**src/rtl/noc_output_arbiter_if.sv**
```systemverilog
// Bundle between the input-port side of the router and one output-port arbiter.
// The arbiter uses the slave view; whoever drives requests and flits uses master.
interface noc_output_arbiter_if #(
  parameter int NUM_IN = 5,
  parameter int FLIT_W = 16,
  parameter int IDX_W  = 3
);
  logic [NUM_IN-1:0]        req_i;
  logic [NUM_IN-1:0]        tail_i;
  logic [NUM_IN*FLIT_W-1:0] flit_i;
  logic                     out_full_i;
  logic [NUM_IN-1:0]        grant_o;
  logic [FLIT_W-1:0]        flit_o;
  logic                     flit_valid_o;
  logic                     locked_o;
  logic [IDX_W-1:0]         owner_o;
  logic [15:0]              pkt_count_o;

  modport master (
    output req_i, tail_i, flit_i, out_full_i,
    input  grant_o, flit_o, flit_valid_o, locked_o, owner_o, pkt_count_o
  );

  modport slave (
    input  req_i, tail_i, flit_i, out_full_i,
    output grant_o, flit_o, flit_valid_o, locked_o, owner_o, pkt_count_o
  );
endinterface

```
**src/rtl/noc_output_arbiter.sv**
```systemverilog
// Wormhole round-robin switch arbiter for one router output port.
// The grant is combinational, so a winning flit moves in the cycle it wins;
// a packet whose head wins keeps the port until its tail flit has passed.
module noc_output_arbiter #(
  parameter int NUM_IN = 5,
  parameter int FLIT_W = 16,
  parameter int IDX_W  = 3
) (
  input logic                 clk,
  input logic                 rst,
  noc_output_arbiter_if.slave bus
);

  typedef enum logic {
    IDLE,
    LOCKED
  } state_t;

  localparam logic [IDX_W-1:0] LAST_IDX = IDX_W'(NUM_IN - 1);

  state_t            state, state_next;
  logic [IDX_W-1:0]  ptr, ptr_next;
  logic [IDX_W-1:0]  owner, owner_next;
  logic [15:0]       pkt_count, pkt_count_next;

  logic [NUM_IN-1:0] hi_mask;
  logic [NUM_IN-1:0] req_hi;
  logic              pick_found;
  logic [IDX_W-1:0]  pick_idx;

  logic [NUM_IN-1:0] owner_onehot;
  logic              owner_req;

  logic              grant_any;
  logic [IDX_W-1:0]  grant_idx;
  logic [NUM_IN-1:0] grant;
  logic              grant_tail;
  logic [FLIT_W-1:0] flit_mux;

  // Round-robin successor of an input index, wrapping after the last input.
  function automatic logic [IDX_W-1:0] next_idx(input logic [IDX_W-1:0] idx);
    return (idx == LAST_IDX) ? '0 : idx + 1'b1;
  endfunction

  // Round-robin pick: prefer requesters at or above ptr, else wrap to the lowest one.
  always_comb begin
    hi_mask    = '0;
    pick_found = 1'b0;
    pick_idx   = '0;
    for (int i = 0; i < NUM_IN; i++) begin
      hi_mask[i] = (IDX_W'(i) >= ptr);
    end
    req_hi = bus.req_i & hi_mask;
    if (|req_hi) begin
      pick_found = 1'b1;
      for (int i = NUM_IN - 1; i >= 0; i--) begin
        if (req_hi[i]) begin
          pick_idx = IDX_W'(i);
        end
      end
    end else if (|bus.req_i) begin
      pick_found = 1'b1;
      for (int i = NUM_IN - 1; i >= 0; i--) begin
        if (bus.req_i[i]) begin
          pick_idx = IDX_W'(i);
        end
      end
    end
  end

  // Decode the owner index so its request can be tested without a variable bit-select.
  always_comb begin
    owner_onehot = '0;
    for (int i = 0; i < NUM_IN; i++) begin
      owner_onehot[i] = (owner == IDX_W'(i));
    end
    owner_req = |(owner_onehot & bus.req_i);
  end

  // Output decode: who gets the port this cycle; reset and a full buffer block everything.
  always_comb begin
    grant_any = 1'b0;
    grant_idx = owner;
    if (!rst && !bus.out_full_i) begin
      case (state)
        IDLE: begin
          if (pick_found) begin
            grant_any = 1'b1;
            grant_idx = pick_idx;
          end
        end
        LOCKED: begin
          if (owner_req) begin
            grant_any = 1'b1;
            grant_idx = owner;
          end
        end
        default: begin
          grant_any = 1'b0;
        end
      endcase
    end
  end

  // One-hot grant vector and the data mux that follows it.
  always_comb begin
    grant    = '0;
    flit_mux = '0;
    for (int i = 0; i < NUM_IN; i++) begin
      grant[i] = grant_any && (grant_idx == IDX_W'(i));
      if (grant[i]) begin
        flit_mux = bus.flit_i[i*FLIT_W +: FLIT_W];
      end
    end
    grant_tail = |(grant & bus.tail_i);
  end

  // Next-state: a granted tail releases the port and advances the pointer past the winner.
  always_comb begin
    state_next     = state;
    ptr_next       = ptr;
    owner_next     = owner;
    pkt_count_next = pkt_count;
    if (grant_any) begin
      owner_next = grant_idx;
      if (grant_tail) begin
        state_next     = IDLE;
        ptr_next       = next_idx(grant_idx);
        pkt_count_next = pkt_count + 16'd1;
      end else begin
        state_next = LOCKED;
      end
    end
  end

  // State register; reset abandons any packet in flight.
  always_ff @(posedge clk) begin
    if (rst) begin
      state     <= IDLE;
      ptr       <= '0;
      owner     <= '0;
      pkt_count <= '0;
    end else begin
      state     <= state_next;
      ptr       <= ptr_next;
      owner     <= owner_next;
      pkt_count <= pkt_count_next;
    end
  end

  assign bus.grant_o      = grant;
  assign bus.flit_o       = flit_mux;
  assign bus.flit_valid_o = |grant;
  assign bus.locked_o     = (state == LOCKED);
  assign bus.owner_o      = owner;
  assign bus.pkt_count_o  = pkt_count;

endmodule

```
**src/flat_wrapper.sv**
```systemverilog
// flat-port wrapper written by rule: the top's interface ports become plain ports
module noc_output_arbiter_flat 
#(
  parameter int NUM_IN = 5,
  parameter int FLIT_W = 16,
  parameter int IDX_W  = 3
)
  (clk, rst, bus_req_i, bus_tail_i, bus_flit_i, bus_out_full_i, bus_grant_o, bus_flit_o, bus_flit_valid_o, bus_locked_o, bus_owner_o, bus_pkt_count_o);
  noc_output_arbiter_if #(.NUM_IN(NUM_IN), .FLIT_W(FLIT_W), .IDX_W(IDX_W)) bus_i ();
  input logic clk;
  input logic rst;
  input wire logic [$bits(bus_i.req_i)-1:0] bus_req_i;
  input wire logic [$bits(bus_i.tail_i)-1:0] bus_tail_i;
  input wire logic [$bits(bus_i.flit_i)-1:0] bus_flit_i;
  input wire logic [$bits(bus_i.out_full_i)-1:0] bus_out_full_i;
  output wire logic [$bits(bus_i.grant_o)-1:0] bus_grant_o;
  output wire logic [$bits(bus_i.flit_o)-1:0] bus_flit_o;
  output wire logic [$bits(bus_i.flit_valid_o)-1:0] bus_flit_valid_o;
  output wire logic [$bits(bus_i.locked_o)-1:0] bus_locked_o;
  output wire logic [$bits(bus_i.owner_o)-1:0] bus_owner_o;
  output wire logic [$bits(bus_i.pkt_count_o)-1:0] bus_pkt_count_o;
  assign bus_i.req_i = bus_req_i;
  assign bus_i.tail_i = bus_tail_i;
  assign bus_i.flit_i = bus_flit_i;
  assign bus_i.out_full_i = bus_out_full_i;
  assign bus_grant_o = bus_i.grant_o;
  assign bus_flit_o = bus_i.flit_o;
  assign bus_flit_valid_o = bus_i.flit_valid_o;
  assign bus_locked_o = bus_i.locked_o;
  assign bus_owner_o = bus_i.owner_o;
  assign bus_pkt_count_o = bus_i.pkt_count_o;
  noc_output_arbiter #(.NUM_IN(NUM_IN), .FLIT_W(FLIT_W), .IDX_W(IDX_W)) u_core (.clk(clk), .rst(rst), .bus(bus_i));
endmodule
```
**config.mk**
```make
export PLATFORM = sky130hd
export DESIGN_NAME = noc_output_arbiter_flat
export DESIGN_NICKNAME = d
export VERILOG_FILES = /design/src/rtl/noc_output_arbiter_if.sv /design/src/rtl/noc_output_arbiter.sv /design/src/flat_wrapper.sv
export SDC_FILE = /design/constraint.sdc
export NUM_CORES = 1
export LEC_CHECK = 0
export ABC_AREA = 0
export CAP_MARGIN = 5
export CORE_AREA = 4 4 80 82
export CTS_CLUSTER_DIAMETER = 30
export DETAILED_ROUTE_END_ITERATION = 10
export DIE_AREA = 0 0 84 86
export GPL_TIMING_DRIVEN = 0
export PLACE_DENSITY = 0.84
export SKIP_CTS_REPAIR_TIMING = 1
export SLEW_MARGIN = 15
export SYNTH_ARGS = -nofsm -noshare
export SYNTH_HDL_FRONTEND = slang
export SYNTH_SLANG_ARGS = --single-unit
```
**constraint.sdc**
```tcl
create_clock -name clk -period 10.2 [get_ports clk]
set_input_delay 2.04 -clock clk [delete_from_list [all_inputs] [get_ports clk]]
set_output_delay 2.04 -clock clk [all_outputs]
set_load 0.05 [all_outputs]
```
==> impl_summary.log, run 1 <==
INFO  metric synth_top_family_by_area = compound AO/OA/AOI/OAI gates
INFO  metric path_max_fanout = 10
INFO  metric post_layout_net_count = 551
INFO  metric worstPathRequired = 8160 ps
INFO  metric global_route.usage.total = 23.9%
INFO  metric final_layout_size_suffix_gt1_share = 7.51%
INFO  metric via_count_of_the_routed_design = 2950
INFO  metric period_minus_slack = 8360 ps
INFO  metric finalWirelength = 8880 microns
INFO  metric grt_pass1_wl = 14300 microns
INFO  metric hold_removal_path_class = flop to flop
INFO  metric worst_setup_hold_path_clk_slew = 80 ps
INFO  metric power.ir.vdd_worst = 0.0715 mV
INFO  metric yosys_most_used_dff = dfxtp_1
INFO  metric routedWlPerCell = 16.8 microns
INFO  metric fp.dieArea = 7220 sq um
INFO  metric cts-root-to-sink-buffers = 2
INFO  metric worst_pin_slew = 598 ps
INFO  metric post_synth_mux_area_share = 8.27%
INFO  metric layout-area-overhead-vs-synth = 63.1%
INFO  metric worst_path_cell_chain = clkdlybuf4s50_1, nor4_1, nand2b_1, o2111ai_1, a21boi_0, inv_1, ha_1, clkbuf_1, inv_1, clkbuf_1, o21ai_0, o221ai_1, clkdlybuf4s50_1
INFO  metric grt_start_max_net_pins = 14
INFO  metric finalMaxSlewViolations = 0
INFO  metric power-per-cell-area = 77.6 nW/um^2
INFO  metric antenna_violating_nets_left = 0
INFO  metric worst_setup_path_start_kind = input port
INFO  metric finish.utilization = 66.2%
INFO  metric critPathSlowestCell = clkdlybuf4s50_1
INFO  metric grt_overflow_total = 0
INFO  metric dp_hpwl = 7050 microns
INFO  metric synth-edff-count = 0
INFO  metric die_width = 84 microns
INFO  metric synth_fa_ha_area_share = 2.15%
INFO  metric synthesized_area_fraction_occupied_by_and_or_nand_nor_cells = 29.6%
INFO  metric mappedNetlistNets = 413
INFO  metric synth.yosys.seq_area_share = 19.8%
INFO  metric crit_type = input port to output port
INFO  metric rows = 28
INFO  metric drv.max_cap_violation_count = 0
INFO  metric ctsRootBufferMaster = clkbuf_8
INFO  metric setup_tns = 0 ps
INFO  metric drt-vias-per-instance = 5.59
INFO  metric fillers = 504
INFO  metric tritoncts.num_buffers = 3
INFO  metric routabilityCongestion = 0.920
INFO  metric synthesis_stage_register_bit_count = 23
INFO  metric synthDistinctLibCells = 57
INFO  metric area_fraction_in_compound_gates_after_synthesis = 31.9%
INFO  metric critPathBufInv = 6
INFO  metric leakage = 1.43 nW
INFO  metric end_kind = output port
INFO  metric synthesis.instances = 316
INFO  metric max_slew_margin = 60.0%
INFO  metric tritoncts = built
INFO  metric synth.yosys.warnings = 0
INFO  metric drc_errors = 0
INFO  metric grt_setup_unrepaired = false
INFO  metric boundaryPins = 135
INFO  metric critical-path-max-stage-delay = 910 ps
INFO  metric total_iterations_of_the_first_detailed_routing_run = 4
INFO  metric htree_num_levels = 1
INFO  metric tritoncts_num_sinks = 23
INFO  metric diodes = 0
INFO  metric grt_pass1_vias = 2940
INFO  metric io_port_bufs = 133
INFO  metric setup_viol = 0
INFO  metric finalNonFillerCells = 528
INFO  metric antenna_found_initial = 1
INFO  metric drt_first_iter_violations = 112
INFO  metric synth_xor_area_share = 0%
INFO  metric netlist_area = 2330 sq um
INFO  metric die_h = 86 microns
INFO  metric async_set_or_reset_flop_fraction_in_the_synthesized_netlist = 0%
INFO  metric finClkSkew = 1.68 ps
INFO  metric numPlacedInstances = 524
INFO  metric finalCritPeriodShare = 81.9%
INFO  metric clk_latency = 270 ps
INFO  metric critical_path_at = 6320 ps
INFO  metric initial_core_util = 40.6%
INFO  metric floorplan.core_area = 5750 sq um
INFO  metric syn_area_per_cell = 7.38 sq um
INFO  metric fmax = 120 MHz
INFO  metric timing.critical_path.max_delay_family = buffers and inverters
INFO  metric final_hold_viol_count = 0
INFO  metric run_status = complete, no violations
layout make-up:
| type | count | area [sq um] | area share, % |
|---|---|---|---|
| timing repair buffer | 133 | 1330 | 35.0 |
| clock inverter | 1 | 5.00 | 0.132 |
| inverter | 22 | 82.6 | 2.17 |
| buffer | 21 | 113 | 2.96 |
| multi-input combinational | 250 | 1680 | 44.1 |
| sequential | 23 | 460 | 12.1 |
| clock buffer | 3 | 41.3 | 1.09 |
| tap | 75 | 93.8 | 2.47 |
cells by family after synthesis:
kind of cell / count (synthesis)
AOI/OAI and AO/OA: 109
adders and majority gates: 4
buffers and inverters: 43
DFF: 23
muxes: 17
and+or+nand+nor: 120
routing by layer:
metal  vias to the layer above  GRT usage [%]  share of wire, %
met5                         -              0             0.090
met4                         2           6.43               1.8
met3                        20           6.15               7.7
met2                       141           41.1                47
met1                      1352           29.6                43
li1                       1435              -                 -
sequential cells by signal, indices dropped and copies added, names as in the netlist:
| name | cells |
|---|---|
| u_core.bus.locked_o | 1 |
| u_core.bus.owner_o | 3 |
| u_core.ptr | 3 |
| u_core.bus.pkt_count_o | 16 |
worst paths after layout:
check	cells after the start	startpoint	to	slack (ps)
setup / recovery	13	bus_req_i[0]	bus_flit_o[14]	1840
hold / removal	1	u_core.bus.pkt_count_o[4]	u_core.bus.pkt_count_o[4]	500
setup reg to reg	12	u_core.ptr[1]	u_core.bus.pkt_count_o[1]	6670
hold reg to reg	1	u_core.bus.pkt_count_o[4]	u_core.bus.pkt_count_o[4]	500
synthesized netlist by cell type (7+ instances only):
| library cell | number | share of area (%) |
|---|---|---|
| o221ai_1 | 16 | 6.0 |
| nor2b_1 | 12 | 3.2 |
| clkbuf_1 | 10 | 1.6 |
| nand3_1 | 23 | 4.9 |
| nand2_1 | 8 | 1.3 |
| mux2_1 | 7 | 3.4 |
| buf_2 | 8 | 1.7 |
| dfxtp_1 | 23 | 20 |
| a21oi_1 | 27 | 5.8 |
| o21ai_0 | 36 | 7.7 |
| nand2b_1 | 25 | 6.7 |
| inv_1 | 22 | 3.5 |
| nor2_1 | 21 | 3.4 |
layout by cell type (no fill, tap or decap), types with 3 or more instances in the layout:
cell and count:
nand4b_1 5, mux2_2 3, a21oi_1 27, ha_1 4, and2_1 5, clkbuf_1 10, buf_2 8, nand2b_1 25
clkbuf_8 3, mux2_1 7, inv_1 22, mux2i_1 5, dfxtp_1 23, nor2_1 21, o31ai_1 3, a21oi_2 3
o21ai_0 36, o221ai_1 16, nor2b_1 12, nand4_1 5, and3_1 4, nand2_1 8, clkdlybuf4s50_1 133, nand3_1 23
where the power goes:
part	internal (mW)	total [mW]	switching (mW)	leakage [nW]
registers	0.0919	0.0947	0.00284	0.186
logic	0.0671	0.143	0.0763	1.22
clock network	0.0273	0.0572	0.0299	0.0255
total	0.186	0.295	0.109	1.43
metrics by stage:
stage	area, sq um	total power, mW	hold WS (ps)	worst slack (ps)
2_1_floorplan	2330	0.173	517	3430
3_3_place_gp	3760	0.237	473	2100
3_5_place_dp	3760	0.239	482	1930
4_1_cts	3800	0.296	500	1920
5_1_grt	3800	0.311	541	1540
6_report	3800	0.295	495	1840
No activity file was read; power rests on OpenSTA's default activity.
==> inputs of run 2 (changes only) <==
--- a/config.mk
+++ b/config.mk
@@ -7,12 +7,12 @@
 export LEC_CHECK = 0
 export ABC_AREA = 0
 export CAP_MARGIN = 5
-export CORE_AREA = 4 4 80 82
+export CORE_AREA = 4 4 83 85
 export CTS_CLUSTER_DIAMETER = 30
 export DETAILED_ROUTE_END_ITERATION = 10
-export DIE_AREA = 0 0 84 86
+export DIE_AREA = 0 0 87 89
 export GPL_TIMING_DRIVEN = 0
-export PLACE_DENSITY = 0.84
+export PLACE_DENSITY = 0.78
 export SKIP_CTS_REPAIR_TIMING = 1
 export SLEW_MARGIN = 15
 export SYNTH_ARGS = -nofsm -noshare
==> constraint.sdc (replaced) <==
create_clock -name clk -period 8.1 [get_ports clk]
set_input_delay 1.62 -clock clk [delete_from_list [all_inputs] [get_ports clk]]
set_output_delay 1.62 -clock clk [all_outputs]
set_load 0.05 [all_outputs]
==> impl_summary.log, run 2 (synthesis gave the netlist of run 1 again) <==
INFO  metric floorplan.core_area = 6200 sq um (+8.0%)
INFO  metric final_layout_size_suffix_gt1_share = 7.28% (-0.22 points)
INFO  metric grt_setup_unrepaired = false
INFO  metric grt_pass1_vias = 2873 (-2.3%)
INFO  metric met2_wirelength = 4380 microns (+5.0%)
INFO  metric fmax = 135 MHz
INFO  metric post_layout_net_count = 551 (unchanged)
INFO  metric largest_register_ffs = 16 (unchanged)
INFO  metric hold-path-cell-count = 1 (unchanged)
INFO  metric via_count_of_the_routed_design = 2893 (-1.9%)
INFO  metric tritoncts = built
INFO  metric total_iterations_of_the_first_detailed_routing_run = 4 (unchanged)
INFO  metric timing.critical_path.max_delay_family = buffers and inverters
INFO  metric fp.dieArea = 7740 sq um (+7.2%)
INFO  metric critical-path-max-stage-delay = 860 ps (-50 ps)
INFO  metric finalWirelength = 9440 microns (+6.3%)
INFO  metric critPathBufInv = 6 (unchanged)
INFO  metric clk_latency = 270 ps (about the same)
INFO  metric hold_removal_path_class = flop to flop
INFO  metric timing.reg2reg.setup_slack = 4660 ps (-2010 ps)
INFO  metric routabilityCongestion = 0.915 (-0.60%)
INFO  metric finClkSkew = 1.95 ps (+0.266 ps)
INFO  metric drv.max_cap_violation_count = 0 (unchanged)
INFO  metric routedWlPerCell = 17.8 microns (+5.9%)
INFO  metric worst_setup_path_start_kind = input port
INFO  metric worst_pin_slew = 601 ps (+2.55 ps)
INFO  metric final_hold_viol_count = 0 (unchanged)
INFO  metric crit_cells = 13 (unchanged)
INFO  metric cts-root-to-sink-buffers = 2 (unchanged)
INFO  metric tritoncts.num_buffers = 3 (unchanged)
INFO  metric initial_core_util = 37.6% (-3.0 points)
INFO  metric grt_start_max_net_pins = 13 (-1)
INFO  metric boundaryPins = 135 (unchanged)
INFO  metric power.ir.vdd_worst = 0.116 mV (+62%)
INFO  metric dpl-instance-area = 3760 sq um (about the same)
INFO  metric period_minus_slack = 7390 ps
INFO  metric numPlacedInstances = 526 (+0.38%)
INFO  metric dp_hpwl = 7390 microns (+4.8%)
INFO  metric io_port_bufs = 133 (unchanged)
INFO  metric worst_setup_hold_path_clk_slew = 80 ps (about the same)
INFO  metric route.top_layer_used = met4
INFO  metric grt_pass1_wl = 14700 microns (+2.8%)
INFO  metric crit_start = bus_req_i[1]
INFO  metric drt_first_iter_violations = 80 (-29%)
INFO  metric worst_path_cell_chain = clkdlybuf4s50_1, nor4_1, nand2b_1, o2111ai_1, a21boi_0, inv_1, ha_1, clkbuf_1, inv_1, clkbuf_1, o21ai_0, o221ai_1, clkdlybuf4s50_1
INFO  metric m1WireLength = 4130 microns (+7.0%)
INFO  metric power-per-cell-area = 97.7 nW/um^2 (+26%)
INFO  metric diodes = 0 (unchanged)
INFO  metric worst_setup_slack_before_clock_tree_synthesis = 787 ps (-1140 ps)
INFO  metric htree_num_levels = 1 (unchanged)
INFO  metric die_width = 87 microns (+3.6%)
INFO  metric finalMaxSlewViolations = 0 (unchanged)
INFO  metric crit_type = input port to output port
INFO  metric worst_setup_path_endpoint = bus_flit_o[6]
INFO  metric setup_tns = 0 ps (unchanged)
INFO  metric run_status = complete, no violations
INFO  metric mostFrequentLayoutCells = clkdlybuf4s50_1 (133), o21ai_0 (36), a21oi_1 (27)
INFO  metric wl_met3 = 793 microns (+16%)
INFO  metric r2r-start = u_core.ptr[0]
INFO  metric path_max_fanout = 10 (unchanged)
INFO  metric leakage = 1.43 nW (-0.19%)
INFO  metric grt_overflow_total = 0 (unchanged)
INFO  metric drt-vias-per-instance = 5.46 (-2.3%)
INFO  metric antenna_violating_nets_left = 0 (unchanged)
INFO  metric die_h = 89 microns (+3.5%)
INFO  metric fin_area = 3800 sq um (about the same)
INFO  metric max_slew_margin = 59.8% (-0.17 points)
INFO  metric setup_viol = 0 (unchanged)
INFO  metric rows = 29 (+3.6%)
INFO  metric end_kind = output port
INFO  metric finalNonFillerCells = 530 (+0.38%)
INFO  metric rr_endpoint = u_core.bus.pkt_count_o[1]
INFO  metric ctsRootBufferMaster = clkbuf_8
INFO  metric tritoncts_num_sinks = 23 (unchanged)
INFO  metric final_common_cell = clkdlybuf4s50_1
INFO  metric layout-area-overhead-vs-synth = 63.2% (about the same)
INFO  metric drc_errors = 0 (unchanged)
INFO  metric critical_path_at = 5770 ps (-550 ps)
INFO  metric antenna_found_initial = 0 (-1)
INFO  metric finalCritPeriodShare = 91.2%
INFO  metric worstPathRequired = 6480 ps (-1680 ps)
INFO  metric worst_slack = 713 ps (-1130 ps)
INFO  metric ff2ff_path_depth = 12 (unchanged)
INFO  metric critPathSlowestCell = clkdlybuf4s50_1
INFO  metric global_route.usage.total = 23.8% (-0.062 points)
## run 2: changes by cell type in the layout (fill, tap and decap cells not counted), sizes merged
cell,delta
clkbuf,+1
clkinv,-1
## run 2: power by group
part | total (mW) | internal (mW) | switching, mW
Sequential | 0.120 | 0.116 | 0.00407
Combinational | 0.180 | 0.0843 | 0.0956
Clock | 0.0721 | 0.0352 | 0.0369
Total | 0.372 | 0.235 | 0.137
## run 2: stage by stage
step	util, %	power (mW)	hold slack (ps)
finish	61.3	0.372	520
detailed placement	60.6	0.301	497
global route	61.3	0.394	543
global placement	60.6	0.300	474
floorplan	-	0.218	517
CTS	61.3	0.373	514
## run 2: layer usage
layer	vias up	GRT usage, %
met3	13	4.88
met4	0	5.95
met1	1335	29.8
met2	115	41.7
met5	-	0
li1	1430	-
## run 2: cell type report
cell class,count,area (sq um)
multi-input combinational,250,1680
tap,77,96.3
sequential,23,460
fill,573,2400
timing repair buffer,133,1330
inverter,22,82.6
buffer,21,113
clock buffer,4,45.0
## run 2: how the worst min path moves through the flow
stage,start,slack (ps),endpoint
after floorplan,u_core.ptr[0],520,u_core.ptr[0]
after global routing,u_core.bus.pkt_count_o[4],540,u_core.bus.pkt_count_o[4]
after detailed placement,u_core.bus.pkt_count_o[3],500,u_core.bus.pkt_count_o[3]
final,u_core.bus.pkt_count_o[4],520,u_core.bus.pkt_count_o[4]
after global placement,u_core.bus.pkt_count_o[4],470,u_core.bus.pkt_count_o[4]
after CTS,u_core.bus.pkt_count_o[4],510,u_core.bus.pkt_count_o[4]
## run 2: worst register-to-register path, cell delays in order (launching register included)
cell and delay, ps:
dfxtp_1 360, o21ai_1 230, a2111oi_0 140, o2111ai_1 290, a21boi_0 480, inv_1 90
ha_1 190, clkbuf_1 220, a22o_1 270, a32o_1 290, and2_1 190, nor2_2 230
mux2_1 350
==> RTL edit, RTL diff (flow settings as in run 2) <==
`IDX_W` is set to 3 in 3 places; all go to 2.
--- a/src/rtl/noc_output_arbiter_if.sv
+++ b/src/rtl/noc_output_arbiter_if.sv
@@ -3,7 +3,7 @@
 interface noc_output_arbiter_if #(
   parameter int NUM_IN = 5,
   parameter int FLIT_W = 16,
-  parameter int IDX_W  = 3
+  parameter int IDX_W  = 2
 );
   logic [NUM_IN-1:0]        req_i;
   logic [NUM_IN-1:0]        tail_i;
--- a/src/rtl/noc_output_arbiter.sv
+++ b/src/rtl/noc_output_arbiter.sv
@@ -4,7 +4,7 @@
 module noc_output_arbiter #(
   parameter int NUM_IN = 5,
   parameter int FLIT_W = 16,
-  parameter int IDX_W  = 3
+  parameter int IDX_W  = 2
 ) (
   input logic                 clk,
   input logic                 rst,
--- a/src/flat_wrapper.sv
+++ b/src/flat_wrapper.sv
@@ -3,7 +3,7 @@
 #(
   parameter int NUM_IN = 5,
   parameter int FLIT_W = 16,
-  parameter int IDX_W  = 3
+  parameter int IDX_W  = 2
 )
   (clk, rst, bus_req_i, bus_tail_i, bus_flit_i, bus_out_full_i, bus_grant_o, bus_flit_o, bus_flit_valid_o, bus_locked_o, bus_owner_o, bus_pkt_count_o);
   noc_output_arbiter_if #(.NUM_IN(NUM_IN), .FLIT_W(FLIT_W), .IDX_W(IDX_W)) bus_i ();
Ports: changed (resized bus_owner_o); port bits go from 135 to 134. No check against the original RTL was run, so the function may have changed too.
==> RTL edit against run 2 <==
Register-to-register slack better by 0.40 ns; clock power is 4.6% lower; synthesized area decreased by 26%; worst setup slack worse by 0.18 ns; first-iteration DRC count increased by 54%; power down 14%; clock skew rose by 0.0046 ns; final area shrank 20%; wire length is 31% lower; non-clock buffer count down 21; core utilization fell by 12 points; critical path depth did not move; synthesized cell count fell by 28%; sequential cell count shrank 2.
==> RTL edit: results (changes against run 2) <==
* CP top delay family: buffers and inverters (unchanged)
* Layout cells sized above 1 at 3.746% (was 7.285%)
* Final clock skew at 0.006597 ns (was 0.001951 ns)
* First-pass GRT wire length at 9984 µm (was 14720 µm)
* Layout fillers at 605 (was 573)
* Vias in the first global route at 2227 (was 2873)
* Placer Congestion at 0.7773 (was 0.9145)
* Post-detail-place hpwl at 5507 µm (was 7386 µm)
* Post-synthesis adder-cell area fraction at 4.354% (was 2.147%)
* CP max stage delay at 0.91 ns (was 0.86 ns)
* Sequential share of the synthesized area at 24.38% (was 19.75%)
* Commonest cells post-synth: 30 x a21oi_1, 21 x dfxtp_1, 17 x a22oi_1 (was 36 x o21ai_0, 27 x a21oi_1, 25 x nand2b_1)
* Synth Area in Compound Gates at 42.74% (was 31.88%)
* Slowest-stage cell, CP: clkdlybuf4s50_1 (unchanged)
* Pleak at 0.001015 µW (was 0.001431 µW)
* Mapped Nets at 325 (was 413)
* CTS buffer count at 3 (unchanged)
* DRT iter0 DRCs at 123 (was 80)
* Largest net degree at the start of global routing at 12 (was 13)
* Final wirelength at 6493 µm (was 9437 µm)
* Yosys cell types at 40 (was 57)
* Status: finished clean (unchanged)
* Via count at 2256 (was 2893)
* Overall Global Routing Usage at 16.06% (was 23.80%)
* Mux cell area share after synthesis at 4.136% (was 8.266%)
* Nets at 447 (was 551)
* WP data arrival at 5.94 ns (was 5.77 ns)
* Slew headroom at 63.52% (was 59.82%)
* Largest cells by area after synthesis: dfxtp_1 24%, a21oi_1 8.7%, a22oi_1 7.4% (was dfxtp_1 20%, o21ai_0 7.7%, nand2b_1 6.7%)
## RTL edit: kinds of logic (layout without fill, tap and decap cells)
kind of cell             after synthesis  after routing
AO/OA/AOI/OAI                        106            106
AND/OR/NAND/NOR                       54             54
buffers and inverters                 30            151
flip-flops                            21             21
multiplexers                           7              7
adder cells (fa/ha/maj)                6              6
XOR/XNOR                               2              2
## RTL edit: path summary, 6_finish.rpt
kind / start / endpoint / slack, ns / cells after the start
min: u_core.bus.pkt_count_o[15] / u_core.bus.pkt_count_o[15] / 0.49 / 2
max reg2reg: u_core.bus.locked_o / u_core.bus.pkt_count_o[11] / 5.06 / 10
min reg2reg: u_core.bus.pkt_count_o[15] / u_core.bus.pkt_count_o[15] / 0.49 / 2
max: bus_req_i[0] / bus_flit_o[6] / 0.54 / 13
## RTL edit: power breakdown
part	switching, µW	internal, µW	leakage (µW)
logic	75.0	67.5	0.000823
registers	2.30	105	0.000170
clock network	33.8	35.1	0.0000228
total	111	207	0.00102
## RTL edit: layer usage
layer  global-route usage (%)  wire length (µm)  vias up
li1                         -                 -     1112
met1                    17.51              2434     1017
met2                    29.61              3233      117
met3                    4.700               698       10
met4                    5.524               125        0
met5                        0                 0        -
## RTL edit: layout make-up
class	instances	area (µm²)	area share [%]
plain buffers	16	78.83	2.596
clock buffers	4	45.04	1.483
inverters	14	52.55	1.731
multi-input cells	175	1172	38.61
flip-flops and latches	21	420.4	13.84
well taps	77	96.34	3.173
repair buffers	117	1171	38.57
## RTL edit: tightest hold or removal path, stage by stage, from the launching register on
cell     delay [ns]
dfxtp_1        0.33
o31ai_1        0.06
a21oi_1        0.06
## RTL edit: metrics by stage
| step | std cells | area (µm²) | setup slack [ns] | utilization (%) |
|---|---|---|---|---|
| after floorplan | 226 | 1724 | 1.641 | - |
| after global placement | 420 | 2992 | 0.5533 | 48.22 |
| after detailed placement | 420 | 2992 | 0.5696 | 48.22 |
| after CTS | 424 | 3037 | 0.5508 | 48.94 |
| after global routing | 424 | 3037 | 0.1300 | 48.94 |
| final | 424 | 3037 | 0.5378 | 48.94 |
